--- config.mk ---
export PLATFORM = sky130hd
export DESIGN_NAME = cpu_mem_arbiter_flat
export DESIGN_NICKNAME = d
export VERILOG_FILES = /design/src/rtl/cpu_mem_arbiter_if.sv /design/src/rtl/cpu_mem_arbiter.sv /design/src/flat_wrapper.sv
export SDC_FILE = /design/constraint.sdc
export NUM_CORES = 1
export LEC_CHECK = 0
export ABC_AREA = 1
export BUFFER_PORTS_ARGS = -buffer_cell sky130_fd_sc_hd__buf_4
export CAP_MARGIN = 20
export CORE_AREA = 2 2 107 109
export DETAILED_ROUTE_END_ITERATION = 12
export DIE_AREA = 0 0 109 111
export HOLD_SLACK_MARGIN = 0.06
export PLACE_DENSITY_LB_ADDON = 0.2
export SYNTH_ARGS = -nofsm -noshare
export SYNTH_HDL_FRONTEND = slang
export SYNTH_SLANG_ARGS = --single-unit
--- constraint.sdc ---
create_clock -name clk -period 1.93 [get_ports clk]
set_input_delay 0.386 -clock clk [delete_from_list [all_inputs] [get_ports clk]]
set_output_delay 0.386 -clock clk [all_outputs]
set_load 0.1 [all_outputs]
--- src/rtl/cpu_mem_arbiter_if.sv ---
// Bundled CPU fetch, CPU load/store and shared-memory handshake signals for cpu_mem_arbiter.
// The master modport is the arbiter's view; slave is the surrounding CPU/memory side.
interface cpu_mem_arbiter_if;
  logic        inst_req;
  logic [31:0] inst_addr;
  logic        inst_addr_ok;
  logic        inst_data_ok;
  logic [31:0] inst_rdata;

  logic        data_req;
  logic        data_wr;
  logic [3:0]  data_wstrb;
  logic [31:0] data_addr;
  logic [31:0] data_wdata;
  logic        data_addr_ok;
  logic        data_data_ok;
  logic [31:0] data_rdata;

  logic        mem_req;
  logic        mem_wr;
  logic [3:0]  mem_wstrb;
  logic [31:0] mem_addr;
  logic [31:0] mem_wdata;
  logic        mem_addr_ok;
  logic        mem_data_ok;
  logic [31:0] mem_rdata;

  modport master (
    input  inst_req, inst_addr,
    output inst_addr_ok, inst_data_ok, inst_rdata,
    input  data_req, data_wr, data_wstrb, data_addr, data_wdata,
    output data_addr_ok, data_data_ok, data_rdata,
    output mem_req, mem_wr, mem_wstrb, mem_addr, mem_wdata,
    input  mem_addr_ok, mem_data_ok, mem_rdata
  );

  modport slave (
    output inst_req, inst_addr,
    input  inst_addr_ok, inst_data_ok, inst_rdata,
    output data_req, data_wr, data_wstrb, data_addr, data_wdata,
    input  data_addr_ok, data_data_ok, data_rdata,
    input  mem_req, mem_wr, mem_wstrb, mem_addr, mem_wdata,
    output mem_addr_ok, mem_data_ok, mem_rdata
  );
endinterface

--- src/rtl/cpu_mem_arbiter.sv ---
// Arbitrates CPU fetch and load/store requests onto one in-order memory port, routing responses via an ID queue.
// Define ARB_RR_EN for round-robin tie breaking; otherwise data requests have fixed priority.
module cpu_mem_arbiter #(
  parameter int QDEPTH = 4
) (
  input  logic                      clk,
  input  logic                      resetn,
  cpu_mem_arbiter_if.master         bus,
  output logic                      arb_err
);

  localparam int PW = (QDEPTH > 1) ? $clog2(QDEPTH) : 1;
  localparam logic [PW:0] QFULL = (PW+1)'(QDEPTH);

  typedef enum logic [1:0] {
    GNT_IDLE,
    GNT_INST,
    GNT_DATA
  } gnt_t;

  gnt_t          gnt;
  gnt_t          gnt_next;
  logic [QDEPTH-1:0] id_q;
  logic [PW-1:0] wr_ptr;
  logic [PW-1:0] rd_ptr;
  logic [PW:0]   count;
  logic          err_q;
  logic          q_full;
  logic          q_empty;
  logic          granted;
  logic          sel_data;
  logic          push;
  logic          pop;
  logic          head_id;
  logic          pick_data;

  assign q_full   = (count == QFULL);
  assign q_empty  = (count == '0);
  assign granted  = (gnt != GNT_IDLE);
  assign sel_data = (gnt == GNT_DATA);
  assign push     = resetn & granted & bus.mem_addr_ok;
  assign pop      = resetn & bus.mem_data_ok & ~q_empty;
  assign head_id  = id_q[rd_ptr];

`ifdef ARB_RR_EN
  // Remembers who won the last accept so a tie goes to the other side.
  logic last_data;

  assign pick_data = bus.data_req & (~bus.inst_req | ~last_data);

  always_ff @(posedge clk) begin
    if (!resetn) begin
      last_data <= 1'b0;
    end else if (push) begin
      last_data <= sel_data;
    end
  end
`else
  assign pick_data = bus.data_req;
`endif

  always_ff @(posedge clk) begin
    if (!resetn) begin
      gnt <= GNT_IDLE;
    end else begin
      gnt <= gnt_next;
    end
  end

  always_comb begin
    gnt_next = gnt;
    case (gnt)
      GNT_IDLE: begin
        if (!q_full) begin
          if (pick_data) begin
            gnt_next = GNT_DATA;
          end else if (bus.inst_req) begin
            gnt_next = GNT_INST;
          end
        end
      end
      GNT_INST, GNT_DATA: begin
        if (bus.mem_addr_ok) begin
          gnt_next = GNT_IDLE;
        end
      end
      default: gnt_next = GNT_IDLE;
    endcase
  end

  // Requester-ID queue: 0 = fetch, 1 = load/store, drained in memory response order.
  always_ff @(posedge clk) begin
    if (!resetn) begin
      wr_ptr <= '0;
      rd_ptr <= '0;
      count  <= '0;
      err_q  <= 1'b0;
    end else begin
      if (push) begin
        id_q[wr_ptr] <= sel_data;
        wr_ptr       <= wr_ptr + 1'b1;
      end
      if (pop) begin
        rd_ptr <= rd_ptr + 1'b1;
      end
      case ({push, pop})
        2'b10:   count <= count + 1'b1;
        2'b01:   count <= count - 1'b1;
        default: count <= count;
      endcase
      if (bus.mem_data_ok && q_empty) begin
        err_q <= 1'b1;
      end
    end
  end

  assign bus.mem_req   = resetn & granted;
  assign bus.mem_wr    = sel_data & bus.data_wr;
  assign bus.mem_wstrb = sel_data ? bus.data_wstrb : 4'b0000;
  assign bus.mem_addr  = sel_data ? bus.data_addr  : bus.inst_addr;
  assign bus.mem_wdata = sel_data ? bus.data_wdata : 32'h0000_0000;

  assign bus.inst_addr_ok = resetn & bus.mem_addr_ok & (gnt == GNT_INST);
  assign bus.data_addr_ok = resetn & bus.mem_addr_ok & sel_data;

  assign bus.inst_data_ok = pop & ~head_id;
  assign bus.data_data_ok = pop & head_id;
  assign bus.inst_rdata   = bus.mem_rdata;
  assign bus.data_rdata   = bus.mem_rdata;

  assign arb_err = resetn & err_q;

endmodule
--- src/flat_wrapper.sv ---
// flat-port wrapper written by rule: the top's interface ports become plain ports
module cpu_mem_arbiter_flat 
#(
  parameter int QDEPTH = 4
)
  (clk, resetn, arb_err, bus_inst_req, bus_inst_addr, bus_inst_addr_ok, bus_inst_data_ok, bus_inst_rdata, bus_data_req, bus_data_wr, bus_data_wstrb, bus_data_addr, bus_data_wdata, bus_data_addr_ok, bus_data_data_ok, bus_data_rdata, bus_mem_req, bus_mem_wr, bus_mem_wstrb, bus_mem_addr, bus_mem_wdata, bus_mem_addr_ok, bus_mem_data_ok, bus_mem_rdata);
  cpu_mem_arbiter_if bus_i ();
  input  logic clk;
  input  logic resetn;
  output logic arb_err;
  input wire logic [$bits(bus_i.inst_req)-1:0] bus_inst_req;
  input wire logic [$bits(bus_i.inst_addr)-1:0] bus_inst_addr;
  output wire logic [$bits(bus_i.inst_addr_ok)-1:0] bus_inst_addr_ok;
  output wire logic [$bits(bus_i.inst_data_ok)-1:0] bus_inst_data_ok;
  output wire logic [$bits(bus_i.inst_rdata)-1:0] bus_inst_rdata;
  input wire logic [$bits(bus_i.data_req)-1:0] bus_data_req;
  input wire logic [$bits(bus_i.data_wr)-1:0] bus_data_wr;
  input wire logic [$bits(bus_i.data_wstrb)-1:0] bus_data_wstrb;
  input wire logic [$bits(bus_i.data_addr)-1:0] bus_data_addr;
  input wire logic [$bits(bus_i.data_wdata)-1:0] bus_data_wdata;
  output wire logic [$bits(bus_i.data_addr_ok)-1:0] bus_data_addr_ok;
  output wire logic [$bits(bus_i.data_data_ok)-1:0] bus_data_data_ok;
  output wire logic [$bits(bus_i.data_rdata)-1:0] bus_data_rdata;
  output wire logic [$bits(bus_i.mem_req)-1:0] bus_mem_req;
  output wire logic [$bits(bus_i.mem_wr)-1:0] bus_mem_wr;
  output wire logic [$bits(bus_i.mem_wstrb)-1:0] bus_mem_wstrb;
  output wire logic [$bits(bus_i.mem_addr)-1:0] bus_mem_addr;
  output wire logic [$bits(bus_i.mem_wdata)-1:0] bus_mem_wdata;
  input wire logic [$bits(bus_i.mem_addr_ok)-1:0] bus_mem_addr_ok;
  input wire logic [$bits(bus_i.mem_data_ok)-1:0] bus_mem_data_ok;
  input wire logic [$bits(bus_i.mem_rdata)-1:0] bus_mem_rdata;
  assign bus_i.inst_req = bus_inst_req;
  assign bus_i.inst_addr = bus_inst_addr;
  assign bus_inst_addr_ok = bus_i.inst_addr_ok;
  assign bus_inst_data_ok = bus_i.inst_data_ok;
  assign bus_inst_rdata = bus_i.inst_rdata;
  assign bus_i.data_req = bus_data_req;
  assign bus_i.data_wr = bus_data_wr;
  assign bus_i.data_wstrb = bus_data_wstrb;
  assign bus_i.data_addr = bus_data_addr;
  assign bus_i.data_wdata = bus_data_wdata;
  assign bus_data_addr_ok = bus_i.data_addr_ok;
  assign bus_data_data_ok = bus_i.data_data_ok;
  assign bus_data_rdata = bus_i.data_rdata;
  assign bus_mem_req = bus_i.mem_req;
  assign bus_mem_wr = bus_i.mem_wr;
  assign bus_mem_wstrb = bus_i.mem_wstrb;
  assign bus_mem_addr = bus_i.mem_addr;
  assign bus_mem_wdata = bus_i.mem_wdata;
  assign bus_i.mem_addr_ok = bus_mem_addr_ok;
  assign bus_i.mem_data_ok = bus_mem_data_ok;
  assign bus_i.mem_rdata = bus_mem_rdata;
  cpu_mem_arbiter #(.QDEPTH(QDEPTH)) u_core (.clk(clk), .resetn(resetn), .bus(bus_i), .arb_err(arb_err));
endmodule
==> results.ini <==
[run_status]
outcome = completed

[cells_and_area]
drive_gt1_share_pct = 59.6
fin_nets = 627
multi_input_area_mm2 = 0.00106
area_growth_pct = 95.1
fin_util_pct = 36.1
final_area_mm2 = 0.00400
antennaDiodeCount = 0
fillCellCount = 1175
seqCellArea_um2 = 323

[clock_tree]
clock_path_buffers = 2
post_cts_buffers = 0
clock_latency_ns = 0.24
cts_buffers = 3
cts_tree = built
clk_pin_slew_worst_paths_ns = 0.05
cts_max_level = 1
clockRootBuffer = clkbuf_16
cts_sinks = 14

[yosys]
synth_seq_cells = 14
yosys-top-cells-area = nand2_1, buf_4, inv_1
syn_avg_cell_area_um2 = 5.69
yosysTopAreaCell = nand2_1
synth-edff-count = 4
synthesis.area_mm2 = 0.00205
syn-instance-count = 360
syn-num-nets = 508
yosysWarnings = 0
ys_seq_area_share_pct = 15.6
synth_top_cell_area_share_pct = 28.0
ys.flop_type = dfxtp_1
synthArstFlopShare_pct = 0
ys_types = 22

[timing]
rsz0062_at_grt = yes
hold_viol_final = 0
fin_worst_skew_ns = 0.00397
setup_violations = 0
finalCritPeriodShare_pct = 97.7
worst_pin_slew_ns = 0.285
slew_headroom_pct = 80.8
fmax_mhz = 530
post-route-min-period_ns = 1.89
final.setup.tns_ns = 0
slew_viol_final = 0

[die]
dieHeight_um = 111
die_area_mm2 = 0.0121
core_area_mm2 = 0.0111
die_w_um = 109
start_util_pct = 18.5
num_io_pins = 278
rows = 39

[setup_path]
path_cells = inv_4 > ha_4 > inv_2 > buf_4 > nand2_1 > nand2_2 > buf_12
cp-start-kind = flip-flop
crit_type = flip-flop to output port
cp_max_fo = 7
slowest_delay_ns = 0.35
end_kind = output port
cp_data_arrival_time_ns = 1.50
cp_slowest_cell = dfxtp_2
critical_path_required_ns = 1.54

[route]
wl_per_cell_um = 12.4
wl_um = 7690
ant_nets = 0
first_iter_violations = 91
drc = 0
vias = 2399
drt_pass1_iterations = 4
via_per_inst = 3.86

[placement]
dpl.hpwl_um = 5950
io_buffer_count = 181
gp_congestion = 0.840
placed_cell_area_mm2 = 0.00337

[global_routing]
antenna_found_initial = 0
grtUsageTotal_pct = 11.2
grt_pass1_vias = 2293
gr-total-overflow = 0
grt_pass1_wl_um = 10900
grt_start_max_net_pins = 35

[power_and_ir_drop]
peakVddDrop_mv = 0.671
power.density_cell_area_mw_per_mm2 = 1550
power_leakage_nw = 1.89

[hold_path]
hold_path.class = input port to flip-flop

[flow_run]
maxCapViolCount = 0

-- routing by layer --
layer / up-vias / track usage, % / wire, um
met5: - / 0 / 0
met4: 0 / 2.91 / 130
met3: 19 / 3.23 / 791
met2: 123 / 20.7 / 3870
met1: 1047 / 12.4 / 2900
li1: 1210 / - / -
-- cells by family after synthesis --
| logic type | after synthesis | synth area share (%) |
|---|---|---|
| AND/OR/NAND/NOR | 181 | 35.4 |
| AO/OA/AOI/OAI | 15 | 3.66 |
| adder cells (fa/ha/maj) | 9 | 5.86 |
| buffers and inverters | 141 | 39.4 |
| flip-flops | 14 | 15.6 |
-- flip-flops by register name, indices dropped and copies added, names as in the netlist --
name           cells
u_core.id_q        4
u_core.count       3
u_core.gnt         2
u_core.rd_ptr      2
u_core.wr_ptr      2
u_core.err_q       1
-- final cells by class --
class,count,area share (%)
well taps,143,4.48
inverters,65,9.67
flip-flops and latches,14,8.08
clock buffers,4,1.97
repair buffers,190,49.4
multi-input cells,205,26.4
-- cells in the mapped netlist, types with 2 or more instances --
| master | number |
|---|---|
| a21oi_1 | 6 |
| buf_2 | 6 |
| buf_4 | 68 |
| buf_6 | 2 |
| dfxtp_1 | 10 |
| edfxtp_1 | 4 |
| ha_1 | 8 |
| inv_1 | 61 |
| inv_2 | 3 |
| nand2_1 | 153 |
| nand2_4 | 3 |
| nand3_1 | 2 |
| nor2_1 | 18 |
| o21ai_0 | 6 |
| o21ai_1 | 3 |
-- power breakdown --
group / total [W] / leakage (nW) / switching (W) / internal (W)
clock: 0.000396 / 0.0382 / 0.000117 / 0.000279
sequential: 0.000405 / 0.119 / 0.0000394 / 0.000365
combinational: 0.00541 / 1.73 / 0.00385 / 0.00156
total: 0.00621 / 1.89 / 0.00400 / 0.00221
-- cells in the final DEF, fill, tap and decap left out, drive strengths merged --
cell        n
edfxtp      4
dfxtp      10
nand2     156
buf       189
clkbuf      5
nand3       3
nor2       20
clkinv      1
ha          8
o21ai       9
or2         1
a21oi       6
clkinvlp   37
fa          1
inv        27
nand4       1
-- worst paths after layout --
check	startpoint	endpoint	slack (ns)	cells after the start
hold reg to reg	u_core.err_q	u_core.err_q	0.46	2
setup / recovery	u_core.gnt[0]	bus_mem_addr[12]	0.04	7
hold / removal	resetn	u_core.err_q	0.43	3
setup reg to reg	u_core.gnt[1]	u_core.count[2]	0.11	12
-- worst max-delay path: cells and delay by family, from the launching register on --
| family | cells | cell delay [ns] |
|---|---|---|
| adder cells (fa/ha/maj) | 1 | 0.21 |
| buffers and inverters | 4 | 0.51 |
| flip-flops | 1 | 0.35 |
| AND/OR/NAND/NOR | 2 | 0.18 |
-- per-stage QoR --
step | std cells | hold WS [ns] | total power, W | setup slack, ns
after detailed placement | 615 | 0.449 | 0.00513 | 0.0115
final | 621 | 0.432 | 0.00621 | 0.0447
after global placement | 615 | 0.454 | 0.00512 | 0.0705
after global routing | 621 | 0.445 | 0.00647 | -0.0170
after floorplan | 360 | 0.419 | 0.00477 | -0.218
after CTS | 620 | 0.426 | 0.00585 | 0.000659
-- what timing repair did --
| action | CTS | global route |
|---|---|---|
| setup endpoints to repair | 70 | 59 |
| gates cloned | 1 | 1 |
| resized for setup | 55 | 72 |
| hold buffers | 0 | 0 |
| pin swaps | 1 | 0 |
| hold endpoints to repair | 0 | 0 |
(Power assumes the default switching activity.)
